--- src/rtl/multi_cycle_adder_pkg.sv ---
// Shared constants for the multi-cycle adder: FSM state encodings and default sizing.
package multi_cycle_adder_pkg;

  localparam int DEFAULT_WIDTH = 16;
  localparam int DEFAULT_SLICE = 4;

  localparam logic [1:0] ST_IDLE = 2'd0;
  localparam logic [1:0] ST_ADD  = 2'd1;
  localparam logic [1:0] ST_DONE = 2'd2;

endpackage

--- src/rtl/multi_cycle_adder_slice.sv ---
// Combinational N-bit ripple adder slice; c_msb is the carry into the top bit,
// which the parent uses for signed-overflow detection.
module adder_slice #(
  parameter int N = 4
) (
  input  logic [N-1:0] a,
  input  logic [N-1:0] b,
  input  logic         cin,
  output logic [N-1:0] sum,
  output logic         co,
  output logic         c_msb
);

  logic [N:0] c;

  // NOTE: every bit of c and sum is written on every pass, so no latch is inferred.
  always_comb begin
    c[0] = cin;
    for (int i = 0; i < N; i++) begin
      sum[i]   = a[i] ^ b[i] ^ c[i];
      c[i+1]   = (a[i] & b[i]) | (c[i] & (a[i] ^ b[i]));
    end
  end

  assign co    = c[N];
  assign c_msb = c[N-1];

endmodule

--- src/rtl/multi_cycle_adder.sv ---
// Sequential WIDTH-bit adder: one SLICE-bit chunk per clock, LSB chunk first,
// with a start/busy/done handshake and registered sum, carry-out and overflow.
module multi_cycle_adder
  import multi_cycle_adder_pkg::*;
#(
  parameter int WIDTH = DEFAULT_WIDTH,
  parameter int SLICE = DEFAULT_SLICE
) (
  input  logic             clk,
  input  logic             reset,
  input  logic             start,
  input  logic [WIDTH-1:0] a,
  input  logic [WIDTH-1:0] b,
  input  logic             cin,
  output logic             busy,
  output logic             done,
  output logic [WIDTH-1:0] sum,
  output logic             co,
  output logic             overflow
);

  localparam int N  = WIDTH / SLICE;
  localparam int IW = (N > 1) ? $clog2(N) : 1;

  if ((WIDTH % SLICE) != 0 || SLICE < 1 || SLICE > WIDTH) begin : g_bad_params
    $error("multi_cycle_adder: WIDTH must be a positive multiple of SLICE");
  end

  logic [1:0]       state_q;
  logic [IW-1:0]    idx_q;
  logic [WIDTH-1:0] a_q;
  logic [WIDTH-1:0] b_q;
  logic [WIDTH-1:0] psum_q;
  logic [WIDTH-1:0] psum_next;
  logic             carry_q;
  logic [SLICE-1:0] slice_a;
  logic [SLICE-1:0] slice_b;
  logic [SLICE-1:0] slice_sum;
  logic             slice_co;
  logic             slice_cmsb;
  logic             last_chunk;

  assign slice_a    = a_q[int'(idx_q)*SLICE +: SLICE];
  assign slice_b    = b_q[int'(idx_q)*SLICE +: SLICE];
  assign last_chunk = (int'(idx_q) == N - 1);

  adder_slice #(.N(SLICE)) u_slice (
    .a     (slice_a),
    .b     (slice_b),
    .cin   (carry_q),
    .sum   (slice_sum),
    .co    (slice_co),
    .c_msb (slice_cmsb)
  );

  // Partial sum with the current chunk merged in; on the last chunk this is the result.
  always_comb begin
    psum_next = psum_q;
    psum_next[int'(idx_q)*SLICE +: SLICE] = slice_sum;
  end

  // NOTE: all state uses non-blocking assignments so every register samples pre-edge values.
  always_ff @(posedge clk) begin
    if (reset) begin
      state_q  <= ST_IDLE;
      idx_q    <= '0;
      a_q      <= '0;
      b_q      <= '0;
      psum_q   <= '0;
      carry_q  <= 1'b0;
      sum      <= '0;
      co       <= 1'b0;
      overflow <= 1'b0;
    end else begin
      case (state_q)
        ST_IDLE, ST_DONE: begin
          if (start) begin
            a_q     <= a;
            b_q     <= b;
            carry_q <= cin;
            psum_q  <= '0;
            idx_q   <= '0;
            state_q <= ST_ADD;
          end else begin
            state_q <= ST_IDLE;
          end
        end
        ST_ADD: begin
          psum_q  <= psum_next;
          carry_q <= slice_co;
          if (last_chunk) begin
            idx_q    <= '0;
            sum      <= psum_next;
            co       <= slice_co;
            overflow <= slice_co ^ slice_cmsb;
            state_q  <= ST_DONE;
          end else begin
            idx_q <= idx_q + IW'(1);
          end
        end
        default: state_q <= ST_IDLE;
      endcase
    end
  end

  assign busy = (state_q == ST_ADD);
  assign done = (state_q == ST_DONE);

endmodule
--- config.mk ---
export PLATFORM = sky130hd
export DESIGN_NAME = multi_cycle_adder
export DESIGN_NICKNAME = d
export VERILOG_FILES = /design/src/rtl/multi_cycle_adder_pkg.sv /design/src/rtl/multi_cycle_adder_slice.sv /design/src/rtl/multi_cycle_adder.sv
export SDC_FILE = /design/constraint.sdc
export NUM_CORES = 1
export LEC_CHECK = 0
export ABC_AREA = 1
export ABC_CLOCK_PERIOD_IN_PS = 9100
export BUFFER_PORTS_ARGS = -buffer_cell sky130_fd_sc_hd__buf_2
export CAP_MARGIN = 20
export CORE_MARGIN = 4
export CORE_UTILIZATION = 60
export DETAILED_ROUTE_END_ITERATION = 10
export GPL_TIMING_DRIVEN = 0
export PLACE_DENSITY = 0.95
export SETUP_SLACK_MARGIN = 0.15
export SLEW_MARGIN = 20
export SYNTH_ARGS = -nofsm -noshare
export SYNTH_HDL_FRONTEND = slang
export SYNTH_SLANG_ARGS = --single-unit
export TNS_END_PERCENT = 20
--- constraint.sdc ---
create_clock -name clk -period 9.1 [get_ports clk]
set_input_delay 0.91 -clock clk [delete_from_list [all_inputs] [get_ports clk]]
set_output_delay 0.91 -clock clk [all_outputs]
set_load 0.05 [all_outputs]
==> impl_metrics.tcl, run 1 <==
set metrics [dict create \
    clkTransAtPathRegs_ns 0.07 \
    fmax_ghz 0.2760 \
    required_ns 9.33 \
    synthTopCellsByCount "97 x nand2_1, 92 x nor2_1, 71 x dfxtp_1, 49 x o21ai_0, 30 x inv_1" \
    fp.dieH_um 81.25 \
    core_um2 5140 \
    viasPerCell 5.314 \
    grt_setup_unrepaired "false" \
    ys.flop_type "dfxtp_1" \
    power_density_nw_per_um2 188.4 \
    skew_ns 0.007422 \
    cts_buffer_depth 2 \
    critical_path_arrival_ns 3.85 \
    cts-htree-levels 3 \
    yosys_register_bits 71 \
    vias 3151 \
    cts_root_buffer "clkbuf_8" \
    synth-xor-area-share_pct 0.2721 \
    cts_setup_buffers 0 \
    numCtsBuffers 9 \
    stdcell_area_um2 3772 \
    synth_area_um2 3219 \
    drive_above_1_share_pct 18.16 \
    cts_sinks 71 \
    endpoint "psum_q[11]" \
    synth_top_area_cell "dfxtp_1" \
    holdCritPathClass "reg2reg" \
    slew_viol_final 0 \
    io_buffers 55 \
    yosysWarnings 0 \
    maxCapViolCount 0 \
    synth-simple-area-share_pct 27.71 \
    syn2layout_area_growth_pct 17.18 \
    whs_ns 0.4659 \
    dpl-instance-area_um2 3582 \
    cp_max_fo 11 \
    r2r_slack_ns 5.48 \
    ant_nets 0 \
    syn_avg_cell_area_um2 7.122 \
    fp-row-count 26 \
    dieArea_um2 6602 \
    drcViolationCount 0 \
    fin_tns_setup_ns 0 \
    async_reset_ff_share_pct 0 \
    first_global_vias 3004 \
    relSlewSlack_pct 66.65 \
    hpwl_mm 5.544 \
    timing.rr.start "idx_q[1]" \
    drt_first_pass_iters 6 \
    synth_compound_area_share_pct 14.69 \
    synth_adder_area_share_pct 4.819 \
    drt-initial-drc-count 214 \
    synth_top_area_share_pct 44.15 \
    synth_edf_count 0 \
    io_pins 56 \
    grt_first_pass_wirelength_mm 12.92 \
    yosysUniqueCellTypes 27 \
    crit_path_start "idx_q[1]" \
    status "completed" \
    start_kind "flop" \
    overflow 0 \
    grt_max_degree 13 \
    reg2reg_to "psum_q[11]" \
    cts_tree "yes" \
    muxShareOfSynthArea_pct 0 \
    period_needed_ns 3.623 \
    p_leak_nw 1.803 \
    netlist_instances 452 \
    ctsResizeCount 0 \
    fin_nets 564 \
    rr_worst_depth 17 \
    wirelength_mm 7.798 \
    ys_seq_area_share_pct 44.15 \
    clk_latency_ns 0.36 \
    worstSetupEndpointType "flop" \
    pre_cts_slack_ns 5.585 \
    synthMostInstantiatedCell "nand2_1" \
    irDropWorstVdd_mv 0.1439 \
    setup_viol 0 \
    ys_top_cells_by_area "dfxtp_1 44%, nand2_1 11%, nor2_1 11%" \
    synth_top_family_by_area "simple AND/OR/NAND/NOR gates" \
    grt_use_total_pct 25.72 \
    gp_congestion 0.8905 \
    postCtsHoldBufs 0 \
    worst_slack_ns 5.477 \
    synth_nets 498 \
    start_util_pct 62.63 \
    hold_viol 0 \
    final.period_utilization_pct 39.82 \
    antenna_found_initial 0 \
    post-route-util_pct 73.39 \
    n_antenna_cell 0 \
    die_w_um 81.25 \
    path_class "reg2reg" \
    wl_per_cell_um 13.15 \
    worst_slew_pin_slew_ns 0.5002 \
]
==> metrics by stage <==
step,total power [mW],std cells
2_1_floorplan,0.4266,452
3_3_place_gp,0.4569,577
3_5_place_dp,0.4629,577
4_1_cts,0.7085,593
5_1_grt,0.7386,593
6_report,0.7107,593
==> state kept, by name, summed over array words and instances (netlist names) <==
name,flops
a_q,16
sum,16
b_q,16
overflow,1
co,1
state_q,2
idx_q,2
psum_q,16
carry_q,1
==> final cells by class <==
type / count / area (um2)
clock inverters: 4 / 45.04
well taps: 70 / 87.58
multi-input cells: 322 / 1529
fillers: 436 / 1368
inverters: 35 / 132.6
plain buffers: 24 / 136.4
clock buffers: 12 / 145.1
flip-flops and latches: 71 / 1421
repair buffers: 55 / 275.3
==> worst min-delay path by stage <==
stage / startpoint / endpoint / slack [ns] / cells after the start
floorplan: psum_q[1] / psum_q[1] / 0.44 / 2
global placement: psum_q[1] / psum_q[1] / 0.45 / 2
detailed placement: psum_q[1] / psum_q[1] / 0.45 / 2
CTS: psum_q[1] / psum_q[1] / 0.46 / 2
global route: sum[7] / sum[7] / 0.48 / 2
finish: sum[6] / sum[6] / 0.47 / 2
==> power by group <==
| part | internal, mW | switching, mW | total (mW) |
|---|---|---|---|
| clock | 0.133 | 0.118 | 0.251 |
| sequential | 0.326 | 0.00883 | 0.335 |
| combinational | 0.0447 | 0.0806 | 0.125 |
==> kinds of logic (layout without fill, tap and decap cells) <==
logic type	after synthesis	after routing
simple gates	222	222
flops	71	71
buf+inv	59	130
compound gates	89	89
xor+xnor	1	1
fa+ha+maj	10	10
==> placed cells by master (no fill, tap or decap), drive strengths merged <==
cell	Yosys	final
nand3	26	26
buf	14	69
dfxtp	71	71
o22ai	4	4
nor3	1	1
o21ai	54	54
inv	34	34
clkbuf	10	22
or2	1	1
fa	4	4
nand2	101	101
a21oi	24	24
o22a	4	4
ha	6	6
clkinv	1	4
o21bai	2	2
xor2	1	1
nor2	93	93
o211ai	1	1
bufinv	0	1
==> layer usage <==
metal | global-route usage, % | part of all wire [%] | up-vias
met1 | 28.04 | 40 | 1441
met4 | 16.89 | 4.6 | 0
met5 | 0 | 0 | -
met3 | 5.100 | 6.5 | 33
met2 | 45.07 | 48 | 111
li1 | - | - | 1566
==> critical path: stages (launching register included) <==
cell and delay (ns):
dfxtp_1 0.36, clkbuf_1 0.24, inv_1 0.34, o21ai_0 0.22
o22a_1 0.23, fa_1 0.39, inv_1 0.10, fa_1 0.18
inv_1 0.05, fa_1 0.40, inv_1 0.09, fa_1 0.46
inv_1 0.08, nor2_1 0.05, nand2_1 0.09, nand2_1 0.08
nand2_1 0.08, a21oi_1 0.06
Note: power is estimated with default switching activity, not from simulation.
==> run 2, diff against run 1 <==
Settings changed: ABC_CLOCK_PERIOD_IN_PS 9100 to 3300, CORE_UTILIZATION 60 to 50, PLACE_DENSITY 0.95 to 0.86.
Clock period 9.1 ns to 3.3 ns, I/O delays scaled along.
==> run 2 against run 1 <==
  * Sequential power increased to 2.8 times the previous value
  * Register-to-register slack got worse by 5.2 ns
  * Power rose to 2.8 times the previous value
  * Highest routed layer unchanged
  * Combinational power grew to 3.0 times the previous value
  * Clock-buffer cell count increased by 1
  * Clock power grew to 2.9 times the previous value
  * Largest cell class unchanged
  * Die area grew 18%
  * First-iteration DRC count is 3.3% lower
  * Critical path type unchanged
  * Flip-flop and latch count unchanged
  * Non-clock buffer count rose by 7
==> impl_metrics.tcl, run 2 (synthesis gave the netlist of run 1 again) <==
set metrics [dict create \
    status "completed" \
    path_class "reg2reg" \
    holdCritPathClass "in2reg" \
    cpMostUsedCell "inv_1" \
    wl_per_cell_um 13.04 \
    globalRouteMet2Util_pct 37.73 \
    cts_buffer_depth 2 \
    hpwl_mm 5.554 \
    met1_usage_pct 25.09 \
    drt-initial-drc-count 207 \
    power_density_nw_per_um2 515.4 \
    dieArea_um2 7786 \
    report.power.total_mw 2.019 \
    final.period_utilization_pct 92.36 \
    cp_top_family "adder cells" \
    ant_nets 0 \
    grt_max_degree 13 \
    drt_first_pass_iters 5 \
    worst_slack_ns 0.2522 \
    wirelength_mm 7.888 \
    crit_buf_inv 7 \
    setup_viol 0 \
    fin_nets 571 \
    io_pins 56 \
    whs_ns 0.2336 \
    core_um2 6096 \
    fmax_ghz 0.3281 \
    clk_latency_ns 0.34 \
    cts_root_buffer "clkbuf_8" \
    slew_viol_final 0 \
    die_w_um 88.24 \
    period_needed_ns 3.048 \
    drcViolationCount 0 \
    critPathMaxStageDelay_ns 0.47 \
    relSlewSlack_pct 65.99 \
    io_buffers 55 \
    worst_slew_pin_slew_ns 0.5102 \
    layout_commonest_cell "nand2_1" \
    cts_sinks 71 \
    gp_congestion 0.8853 \
    required_ns 3.54 \
    seq_area_um2 1426 \
    pre_cts_slack_ns -0.1307 \
    syn2layout_area_growth_pct 21.69 \
    grt_use_total_pct 21.54 \
    skew_ns 0.006520 \
    start_kind "flop" \
    final_cell_mix "96 x nand2_1, 91 x nor2_1, 69 x dfxtp_1" \
    slowest_stage "fa_2" \
    worstSetupEndpointType "flop" \
    critical_path_arrival_ns 3.29 \
    viasPerCell 5.102 \
    fp-row-count 28 \
    grt_first_pass_wirelength_mm 13.08 \
    use_met3_pct 4.842 \
    busiest_layer "met2" \
    grt_setup_unrepaired "true" \
    cts_tree "yes" \
    overflow 0 \
    numCtsBuffers 9 \
    cp_max_fo 8 \
    cts-htree-levels 3 \
    multi_input_area_um2 1543 \
    first_global_vias 3037 \
    start_util_pct 52.81 \
    antenna_found_initial 0 \
    drive_above_1_share_pct 21.70 \
    clkTransAtPathRegs_ns 0.07 \
    hold_viol 0 \
    irDropWorstVdd_mv 0.4399 \
    maxCapViolCount 0 \
    vias 3087 \
    p_leak_nw 1.860 \
    fp.dieH_um 88.24 \
    cp_cell_sequence "buf_8 -> buf_8 -> o21ai_1 -> o22a_1 -> fa_1 -> inv_1 -> fa_1 -> inv_1 -> fa_2 -> inv_2 -> fa_2 -> inv_2 -> nor2_2 -> nand2_1 -> nand2_1 -> o21ai_1 -> inv_1" \
    fillCellCount 540 \
    n_antenna_cell 0 \
    postCtsHoldBufs 0 \
]
[run 2: cell count changes in the layout (fill, tap and decap cells not counted), sizes merged]
cell      previous run  this run
buf                 69        77
clkinvlp             0         1
clkinv               4         3
inv                 34        33
[run 2: power breakdown]
part	leakage [nW]	total [mW]	internal (mW)	switching, mW
Sequential	0.582	0.923	0.899	0.0242
Combinational	1.17	0.378	0.147	0.231
Clock	0.109	0.719	0.409	0.310
[run 2: path summary, 6_finish.rpt]
path                  end  startpoint  depth (start not counted)  slack, ns
setup / recovery  sum[11]    idx_q[0]                         17       0.25
hold / removal    b_q[13]       b[13]                          3       0.23
setup reg to reg  sum[11]    idx_q[0]                         17       0.25
hold reg to reg    sum[2]      sum[2]                          2       0.47
[run 2: area by class of cell]
| class | instances | area share (%) |
|---|---|---|
| multi-input cells | 322 | 39.38 |
| flip-flops and latches | 71 | 36.41 |
| repair buffers | 62 | 8.368 |
| plain buffers | 24 | 4.567 |
| clock buffers | 13 | 4.312 |
| inverters | 35 | 3.545 |
| well taps | 75 | 2.395 |
| clock inverters | 3 | 1.022 |
[run 2: per-layer routing]
metal	up-vias	share of wire (%)
met1	1389	42
met3	17	6.1
li1	1583	-
met5	-	0
met4	0	2.0
met2	98	49
[run 2: repair_timing]
item	CTS	global route
cloned	0	0
resized for setup	11	17
endpoints found under the setup margin	11	8
setup buffers	2	5
pin swaps	1	4
[run 2: through the flow]
step	area [um2]	cells	utilization, %	setup TNS, ns
global placement	3588	582	58.87	-0.1213
CTS	3847	600	63.12	0
floorplan	3219	452	-	0
finish	3918	605	64.27	0
global route	3918	605	64.27	0
detailed placement	3588	582	58.87	-0.5877
[run 2: worst min-delay path: stages]
cell and delay (ns):
buf_2 0.07, o21ai_0 0.07, nor2_1 0.07
